--- src/rtl/mod_accumulator.sv ---
// Registered modular accumulator: each enabled cycle adds iData to the running
// sum and applies a single conditional subtraction of iQ.
`ifndef BITWIDTH
`define BITWIDTH 8
`endif

module mod_accumulator (
  input  logic                 iClk,
  input  logic                 iRstN,
  input  logic                 iEn,
  input  logic                 iClr,
  input  logic [`BITWIDTH-1:0] iData,
  input  logic [`BITWIDTH-1:0] iQ,
  output logic [`BITWIDTH-1:0] oData
);

  localparam int W = `BITWIDTH;

  logic [W-1:0] r_acc;
  logic [W:0]   w_sum;
  logic         w_ge_q;
  logic [W-1:0] w_next;

  // The sum carries one extra bit so that acc + iData never wraps before the
  // comparison against iQ.
  always_comb begin
    w_sum  = {1'b0, r_acc} + {1'b0, iData};
    w_ge_q = (w_sum >= {1'b0, iQ});
    w_next = w_ge_q ? W'(w_sum - {1'b0, iQ}) : w_sum[W-1:0];
  end

  // NOTE: state registers use non-blocking assignments so every flop samples
  // its inputs from the same edge, regardless of block ordering.
  always_ff @(posedge iClk) begin
    if (!iRstN) begin
      r_acc <= '0;
    end else if (iClr) begin
      r_acc <= '0;
    end else if (iEn) begin
      r_acc <= w_next;
    end
  end

  assign oData = r_acc;

endmodule

--- config.mk ---
export PLATFORM = sky130hd
export DESIGN_NAME = mod_accumulator
export DESIGN_NICKNAME = d
export VERILOG_FILES = /design/src/rtl/mod_accumulator.sv
export SDC_FILE = /design/constraint.sdc
export NUM_CORES = 1
export LEC_CHECK = 0
export CAP_MARGIN = 0
export CORE_MARGIN = 4
export CORE_UTILIZATION = 44
export DETAILED_ROUTE_END_ITERATION = 6
export HOLD_SLACK_MARGIN = 0.15
export PLACE_DENSITY = 0.76
export SYNTH_ARGS = -nofsm -noshare
export SYNTH_HDL_FRONTEND = slang
export SYNTH_SLANG_ARGS = --single-unit
--- constraint.sdc ---
create_clock -name iClk -period 3.9 [get_ports iClk]
set_clock_uncertainty 0.1 [all_clocks]
set_input_delay 0.585 -clock iClk [delete_from_list [all_inputs] [get_ports iClk]]
set_output_delay 0.585 -clock iClk [all_outputs]
set_load 0.05 [all_outputs]
# Word level (Yosys, flattened, before mapping)

Cells that the tools add are included.

Output and inout port bits: 8
Word-level logic and storage cells: 7
Bits of input ports: 20
Register bits: 8

$add $sub $neg: 2
Reductions and logical operators: 1
$lt $le $gt $ge: 1
Bitwise logic cells: 1
Multiplexer cells: 1

Operator list:

| cell                                       | number |
|---|---|
| adder 8 x 8 -> 9 bit                       | 1 |
| greater-or-equal comparator 9 x 8 -> 1 bit | 1 |
| two-way mux 8 bit                          | 1 |
| subtractor 8 bit                           | 1 |
| OR reduction 2 bit                         | 1 |
| NOT 1 bit                                  | 1 |

# Depth between registers and ports, before layout

Gate-level depths: netlist (run 1).

Depth after elaboration: 3
Depth in mapped cells: 14
Depth with buffers taken out: 13

# Worst setup path before layout (run 1)

No wires, ideal clock.

Path kind: input port to flip-flop
From: in iData[0]
To: reg r_acc[6], in the netlist oData[6]
Data required time: 3683 ps
Library setup time: 117 ps
Path buffers: 1
Setup slack: 152 ps
Data arrival time: 3531 ps
Stages: 14
Cell sequence: ha_1 fa_1 a211oi_2 nor2_1 o31a_1 a21oi_1 ha_1 nand4_1 o21ai_1 or2_2 o22a_1 buf_6 or4_1 o2111a_1

Word-level cells in the longest chain between the ends: 3
Elaborated cells between the ends (all ways): 4
Those cells by class: add/sub: 2; order compare: 1; mux: 1

Ends and longest elaborated chain:

| item                                                                           | line   | source |
|---|---|---|
| start: declaration                                                             | 12     | `` input logic [`BITWIDTH-1:0] iData, `` |
| adder 8 x 8 -> 9 bit (*)                                                       | 27     | `w_sum = {1'b0, r_acc} + {1'b0, iData};` |
| subtractor 8 bit or greater-or-equal comparator 9 x 8 -> 1 bit (tied branches) | 29, 28 |  |
| two-way mux 8 bit (*)                                                          | 29     | `w_next = w_ge_q ? W'(w_sum - {1'b0, iQ}) : w_sum[W-1:0];` |
| end signal: assignment                                                         | 40     | `r_acc <= w_next;` |
| end: declaration                                                               | 19     | `logic [W-1:0] r_acc;` |

Every way passes the cells marked *; elsewhere a longest branch is shown, timed or not.
A chain may end at the register's enable or synchronous reset.

# Worst setup path after layout (run 1)

Same ends and word-level chain as after synthesis.

==> results of run 1 <==
==> layer usage <==
metal  part of all wire [%]  routed length [um]
met1                     42                1290
met2                     50                1540
met3                    5.6                 170
met4                    1.9                  57
met5                      0                   0
==> logic make-up (layout without fill, tap and decap cells) <==
| kind of cell | count (synthesis) | after routing | synth area share, % |
|---|---|---|---|
| compound gates | 57 | 57 | 37.9 |
| simple gates | 30 | 30 | 13.8 |
| xor+xnor | 6 | 6 | 4.88 |
| flops | 8 | 8 | 14.9 |
| buf+inv | 16 | 65 | 6.27 |
| fa+ha+maj | 18 | 18 | 22.3 |
==> cell usage after synthesis, types with 2 or more instances <==
cell,n,share of area (%)
a21oi_1,6,2.8
o21a_1,4,2.8
nand2_1,3,1.0
a211oi_2,2,2.3
inv_1,13,4.5
a31oi_1,5,2.9
ha_1,16,19
a21o_1,3,2.1
fa_1,2,3.7
a211oi_1,3,2.1
nand3_1,5,2.3
nand4_1,2,1.2
o211ai_1,2,1.4
a311o_1,2,1.9
nor2_1,10,3.5
xor2_1,3,2.4
o21ai_0,13,6.0
xnor2_1,3,2.4
nor4_1,2,1.2
dfxtp_1,8,15
nor2b_1,2,1.2
nor3_1,3,1.4
==> repair_timing <==
| item | 4_1_cts | 5_1_grt |
|---|---|---|
| pin swaps | 0 | 6 |
| buffers inserted | 0 | 1 |
| resized for setup | 1 | 7 |
| endpoints found under the setup margin | 2 | 8 |
==> stage by stage <==
| stage | cell area, um^2 | utilization (%) |
|---|---|---|
| CTS | 1550 | 68.1 |
| detailed placement | 1520 | 66.8 |
| global route | 1590 | 69.8 |
| global placement | 1520 | 66.8 |
| finish | 1590 | 69.8 |
| floorplan | 1080 | - |
==> power by group <==
part / total, W / internal, W / switching [W]
logic: 0.000358 / 0.000175 / 0.000184
registers: 0.0000951 / 0.0000886 / 0.00000646
clock network: 0.0000661 / 0.0000354 / 0.0000307
==> tightest hold or removal path, stage by stage (launching register included) <==
cell and delay (ns):
dfxtp_1 0.32, o21ai_0 0.14, a31oi_1 0.04
==> worst paths after layout <==
path | endpoint | slack [ns] | cells after the start
worst max-delay path | oData[6] | 0.12 | 15
worst min-delay path | oData[0] | 0.46 | 2
worst max register to register | oData[6] | 0.47 | 13
worst min register to register | oData[0] | 0.46 | 2
==> area by class of cell <==
| type | instances | area share, % |
|---|---|---|
| Sequential cell | 8 | 10.1 |
| Multi-Input combinational cell | 111 | 55.7 |
| Inverter | 13 | 3.07 |
| Clock buffer | 3 | 1.42 |
| Tap cell | 28 | 2.20 |
| Timing Repair Buffer | 49 | 27.6 |
==> results.py, run 1 <==
metrics = {
    "setup_path": {
        "cp_slowest_cell": "clkdlybuf4s50_1",
        "critPathCaptureType": "register",
        "critPathLaunch": "iData[0]",
        "r2r-start": "oData[1]",
        "cpMostUsedCell": "buf_4",
        "cp_num_buf_inv": 3,
        "crit_family": "compound AO/OA/AOI/OAI gates",
        "cp_cell_sequence": "clkdlybuf4s50_1, ha_2, buf_4, a211oi_2, nor2_1, o31ai_2, a21boi_0, buf_4, ha_1, nand4_1, o21ai_1, or2_2, o22a_1, or4_1, o2111a_1",
        "critPathMaxFanout": 3,
        "max_stage_delay_ns": 0.41,
        "crit_path_start_kind": "input port",
        "crit_required_ns": 3.96,
        "critPathKind": "in2reg",
        "critPathArrivalTime_ns": 3.83,
    },
    "logic_synthesis": {
        "netlist_area_um2": 1080,
        "async_flop_share_pct": 0,
        "yosys_warnings": 0,
        "synth_area_per_cell_um2": 7.98,
        "seq_area_frac_synth_pct": 14.9,
        "synth_fp_nets": 173,
        "synth-seq-cells": 8,
        "ys.flop_type": "dfxtp_1",
        "synth-edff-count": 0,
        "synth_cell_types": 45,
        "netlist_instances": 135,
    },
    "placement": {
        "port_buffers": 27,
        "dp_hpwl_um": 2550,
        "gp_congestion": 0.850,
        "place_ws_ns": -0.282,
        "dp.cells": 208,
    },
    "cells_and_area": {
        "multiInputGateArea_um2": 885,
        "final_common_cell": "clkdlybuf4s50_1",
        "drive_gt1_share_pct": 22.3,
        "layout.nets": 224,
        "antenna_cells": 0,
        "final_cells": 212,
        "syn_to_final_growth_pct": 47.5,
        "register_area_um2": 160,
        "final_cell_mix": "26 x clkdlybuf4s50_1, 22 x buf_4, 14 x ha_1",
        "largest_reg_flops": 8,
        "nFillCells": 202,
    },
    "floorplanning": {
        "pin_count": 28,
        "start_util_pct": 47.3,
        "die_x_um": 57.5,
        "die_height_um": 57.5,
        "core-area_um2": 2280,
        "die_area_um2": 3300,
        "rows": 17,
    },
    "clock_network": {
        "holdBufCountCts": 0,
        "clk_pin_slew_ns": 0.06,
        "cts_tree": "yes",
        "cts.root.buffer_cell": "clkbuf_4",
        "h-tree-depth": 1,
        "clockBufferDepth": 2,
        "clock_latency_ns": 0.26,
        "numCtsBuffers": 3,
        "cts_sinks": 8,
    },
    "timing": {
        "setup_slack_ns": 0.123,
        "drv_slew": 0,
        "max_freq_mhz": 265,
        "slew_headroom_pct": 58.0,
        "fin_crit_ns": 3.78,
        "period_share_pct": 96.8,
        "setup_viol": 0,
        "fin_hold_ws_ns": 0.455,
        "finalSetupTns_ns": 0,
        "finalHoldViolations": 0,
        "tightest_slew_ns": 0.628,
    },
    "detailed_routing": {
        "vias_per_cell": 5.75,
        "num_vias": 1218,
        "drc": 0,
        "wl_um": 3060,
        "drt_iter0_markers": 22,
        "first_pass_iters": 4,
        "routedWlPerCell_um": 14.4,
        "ant_nets": 0,
    },
    "outcome": {
        "status": "finished clean",
    },
    "power": {
        "power_leakage_nw": 0.723,
        "powerDensity_nw_per_um2": 327,
        "peakVddDrop_mv": 0.178,
        "p_total_w": 0.000520,
    },
    "grt": {
        "grt_util_all_layers_pct": 19.4,
        "grt_most_used_layer": "met2",
        "first_global_vias": 1219,
        "met3_usage_pct": 0.452,
        "antenna_found_initial": 0,
        "use_met2_pct": 36.5,
        "grt_max_degree": 17,
        "grt_pass1_wl_um": 5090,
        "grt_overflow_total": 0,
        "grtUsageMet1_pct": 22.2,
    },
    "hold_path": {
        "worstHoldStart": "oData[0]",
        "hold_class": "reg2reg",
    },
    "run": {
        "drv_cap": 0,
    },
}
(Power assumes the default switching activity.)
==> run 2: changes to the inputs <==
--- a/config.mk
+++ b/config.mk
@@ -11,6 +11,7 @@
 export DETAILED_ROUTE_END_ITERATION = 6
 export HOLD_SLACK_MARGIN = 0.15
 export PLACE_DENSITY = 0.76
+export SLEW_MARGIN = 5
 export SYNTH_ARGS = -nofsm -noshare
 export SYNTH_HDL_FRONTEND = slang
 export SYNTH_SLANG_ARGS = --single-unit
==> results of run 2 <==
No change in the layout: final DEF, timing and power equal those of run 1.
==> run 3: changes to the inputs <==
--- a/config.mk
+++ b/config.mk
@@ -8,6 +8,7 @@
 export CAP_MARGIN = 0
 export CORE_MARGIN = 4
 export CORE_UTILIZATION = 44
+export CTS_CLUSTER_DIAMETER = 80
 export DETAILED_ROUTE_END_ITERATION = 6
 export HOLD_SLACK_MARGIN = 0.15
 export PLACE_DENSITY = 0.76
==> results of run 3 <==
No change in the layout: final DEF, timing and power equal those of run 1.
==> patch 1: new RTL, config.mk and constraints of run 1 <==
`BITWIDTH`: 8 -> 10.
--- a/src/rtl/mod_accumulator.sv
+++ b/src/rtl/mod_accumulator.sv
@@ -2,5 +2,5 @@
 // sum and applies a single conditional subtraction of iQ.
 `ifndef BITWIDTH
-`define BITWIDTH 8
+`define BITWIDTH 10
 `endif
 
Ports: changed (resized iData, iQ and oData); port bits go from 28 to 34. The function was not compared with the original's and may differ.
==> patch 1 against run 1 <==
- worst setup slack worse by 0.026 ns
- synthesized cell count up 36%
- sequential cell count up 2
- count of clock-buffer cells in the layout unchanged
- area after synthesis up 32%
- cell count up 35%
- worst hold slack worse by 0.032 ns
- design area up 32%
- total power up 34%
- global-route usage down 1.2 points
- core utilization down 1.8 points
- routed wire length up 29%
- via count up 29%
- critical endpoint is now oData[9]
- largest cell class unchanged
==> patch 1: results (changes against run 1) <==
Setup path
  • Crit-path slowest cell: or4_4
  • Slowest cell delay on critical path: 0.53 ns (+0.12 ns)
  • R2r worst-path depth: 15 (+2)
  • Max FO, Critical Path: 5 (+2)
  • CP top delay family: simple AND/OR/NAND/NOR gates
  • Worst Path Arrival: 3.89 ns (+0.06 ns)

Routing
  • Met3 WL post-DR: 202 µm (+19%)
  • WL final: 3928 µm (+29%)
  • DRT met1 WL: 1761 µm (+37%)
  • Starting DRT DRC Count: 61 (+180%)
  • Detailed-route wire length per cell: 13.73 µm (-4.7%)
  • WL met2: 1927 µm (+25%)
  • Via count: 1572 (+29%)

Final layout
  • Nets@finish: 290 (+29%)
  • ClkCell Share: 0.01076 (-0.003414)
  • Inverter count: 18 (+5)
  • Flip-flop and latch count: 10 (+2)
  • Multi-input gates: 149 (+34%)
  • Layout cell share with drive strength beyond 1: 0.2314 (+0.008579)
  • Fraction of area in multi-input gates: 0.5678 (+0.01115)
  • Signal buf overhead: 0.2672 (-0.008407)
  • Max FFs per register: 10 (+2)
  • Fillers: 263 (+30%)

Global route
  • Vias in the first global route: 1442 (+18%)
  • Met2 GRT Util: 0.3014 (-0.06311)
  • Grt met3 use: 0.01386 (+0.009340)
  • First-pass GRT wire length: 6237 µm (+22%)
  • Gr usage total: 0.1816 (-0.01208)
  • Met1 Resource Use GR: 0.2484 (+0.02606)

Placed design
  • Post-DP HPWL: 3041 µm (+19%)
  • DP Area: 1957 µm² (+29%)
  • Gpl congestion: 0.9109 (+7.2%)
  • I/O Buffers: 33 (+22%)
  • Pre-CTS WS: -0.3133 ns (-0.03119 ns)

Logic synthesis
  • Sequential fraction of the synthesis area: 0.1407 (-0.007943)
  • Top cells by area, synth: ha_1 18%, dfxtp_1 14%, o21ai_0 4.6%
  • Top cells by count, synth: 20 x ha_1, 17 x inv_1, 13 x o21ai_0, 12 x a21oi_1, 10 x dfxtp_1
  • Net Count, Synth: 229 (+32%)
  • Mapped Cells: 183 (+36%)

Floorplanning
  • # Taps: 44 (+57%)

Status
  • Outcome: finished clean

STA
  • Max_slew headroom: 0.5621 (-0.01822)

Power and ir drop
  • Static Leak: 0.9321 nW (+29%)
-- patch 1: cell families (layout without fill, tap and decap cells) --
group | count (synthesis) | in the layout | share of synthesized area
AO/OA/AOI/OAI | 69 | 69 | 0.3281
XOR/XNOR | 9 | 9 | 0.05541
adder cells (fa/ha/maj) | 22 | 22 | 0.2040
buffers and inverters | 24 | 83 | 0.07475
flip-flops | 10 | 10 | 0.1407
multiplexers | 2 | 2 | 0.01407
AND/OR/NAND/NOR | 47 | 47 | 0.1829
-- patch 1: final timing paths --
kind | startpoint | end | slack (ns)
max | iData[4] | oData[9] | 0.1
min | oData[0] | oData[0] | 0.42
max reg2reg | oData[0] | oData[9] | 0.32
min reg2reg | oData[0] | oData[0] | 0.42
-- patch 1: power by group --
group          internal [mW]  total [mW]  leakage [nW]  switching (mW)
logic                  0.243       0.509         0.837           0.266
clock network         0.0356      0.0686        0.0138          0.0330
registers              0.111       0.118        0.0818         0.00757
total                  0.390       0.696         0.932           0.307
==> patch 2: new RTL, settings of run 1 <==
Made on the original files. Put one more register stage on the output `oData`, with the module's reset. The value now appears one clock later.
--- a/src/rtl/mod_accumulator.sv
+++ b/src/rtl/mod_accumulator.sv
@@ -42,5 +42,11 @@
   end
 
-  assign oData = r_acc;
+  always_ff @(posedge iClk) begin
+    if (!iRstN) begin
+      oData <= '0;
+    end else begin
+      oData <= r_acc;
+    end
+  end
 
 endmodule
Behaviour: not the same (a bounded check fails within 4 cycles, from zero or initial values and one cycle with iRstN low).
==> patch 2 against run 1 <==
- total power grew 24%
- design area increased by 5.1%
- routed wire length is 4.8% lower
- sequential cell count rose by 8
- area after synthesis grew 15%
- worst setup slack improved by 0.088 ns
- via count is 2.5% lower
- maximum frequency is 2.4% higher
- combinational power shrank 2%
==> patch 2: results (changes against run 1) <==
Status
  • Outcome: finished clean

Placed design
  • Gpl congestion: 0.9053 (+6.6%)
  • DP Area: 1608 µm² (+5.7%)
  • Placed cells: 204 (-1.9%)
  • Post-DP HPWL: 2349 µm (-7.9%)

Power and ir drop
  • Max VDD drop: 0.2287 mV (+28%)
  • Clk power: 0.112 mW (+69%)
  • Pwr Total: 0.6435 mW (+24%)
  • P_int: 0.3973 mW (+33%)
  • Static Leak: 0.7642 nW (+5.7%)
  • Flip-flop and latch power: 0.181 mW (+90%)

Routing
  • Via count: 1187 (-2.5%)
  • Detailed-route wire length per cell: 13.91 µm (-3.5%)
  • Final ANT Viol Nets: 0 (unchanged)
  • Starting DRT DRC Count: 12 (-45%)

Global route
  • Gr usage total: 0.1691 (-0.02453)
  • First-pass GRT wire length: 4754 µm (-6.6%)
  • Largest net degree at the start of global routing: 19 (+2)

Logic synthesis
  • Post-synthesis compound-gate area fraction: 0.2437 (-0.1349)
  • Sequential fraction of the synthesis area: 0.2578 (+0.1091)
  • Multiplexer share of the synthesized area: 0.03625 (+0.03625)
  • Net Count, Synth: 178 (+2.9%)
  • Synth Area in Adders: 0.1934 (-0.02964)
  • Synth Area in XOR/XNOR: 0.05639 (+0.007614)

Worst hold path
  • Hold_sp: r_acc[4]
  • Hold path depth: 1 (-1)

Setup path
  • R2R setup slack: 0.58 ns (+0.11 ns)
  • Max FO, Critical Path: 8 (+5)
  • R2r worst-path depth: 12 (-1)
  • Worst setup path end: r_acc[0]
  • Reg-to-reg critical path startpoint: r_acc[0]

Clock network
  • Clock-pin slew on the worst setup and hold paths: 0.10 ns (+0.04 ns)
  • Clk Latency, worst-skew pair: 0.29 ns (+0.03 ns)

STA
  • Fmax: 271.1 MHz (+2.4%)
  • Max_slew headroom: 0.5403 (-0.04002)

Final layout
  • Final Non-Filler Cells: 209 (-1.4%)
  • Nets@finish: 217 (-3.1%)
-- patch 2: changes by cell type after synthesis, sizes merged, moves of 3 or more --
| cell | before | now |
|---|---|---|
| dfxtp | 8 | 16 |
| and2 | 1 | 8 |
| a21oi | 6 | 10 |
| nor2 | 10 | 6 |
| o21ai | 15 | 11 |
| a31oi | 5 | 2 |
| and3 | 0 | 3 |
| mux2i | 0 | 3 |
| o21a | 4 | 1 |
| xor2 | 3 | 6 |
-- patch 2: worst max-delay path, cell delays in order --
cell             delay (ns)
clkdlybuf4s50_1        0.40
ha_1                   0.22
fa_2                   0.37
a211oi_2               0.31
nor2_1                 0.08
nor2_1                 0.22
ha_1                   0.29
a21o_1                 0.20
a21o_1                 0.21
a211oi_4               0.31
o21ai_4                0.15
mux2_4                 0.32
a21oi_2                0.14
-- patch 2: worst min-delay path by stage --
| stage | to | slack (ns) |
|---|---|---|
| floorplan | oData[3] | 0.35 |
| global placement | oData[3] | 0.36 |
| detailed placement | oData[4] | 0.38 |
| CTS | oData[4] | 0.40 |
| global route | oData[3] | 0.42 |
| finish | oData[4] | 0.40 |
-- patch 2: layout make-up --
class / count / area, µm²
sequential: 16 / 320.3
timing repair buffer: 37 / 345.3
clock buffer: 4 / 36.28
tap: 31 / 38.79
fill: 229 / 1064
inverter: 11 / 41.29
multi-input combinational: 110 / 888.4
-- patch 2: routing by layer --
layer	vias to the layer above	wire length, µm	track usage
li1	585	-	-
met1	563	1234	0.2020
met2	32	1465	0.3021
met3	7	153	0.02096
met4	0	55	0.07121
met5	-	0	0
-- patch 2: timing repair --
| action | CTS | global route |
|---|---|---|
| hold buffers | 0 | 0 |
| setup buffers | 0 | 1 |
| resized for setup | 0 | 5 |
| setup endpoints to repair | 0 | 4 |
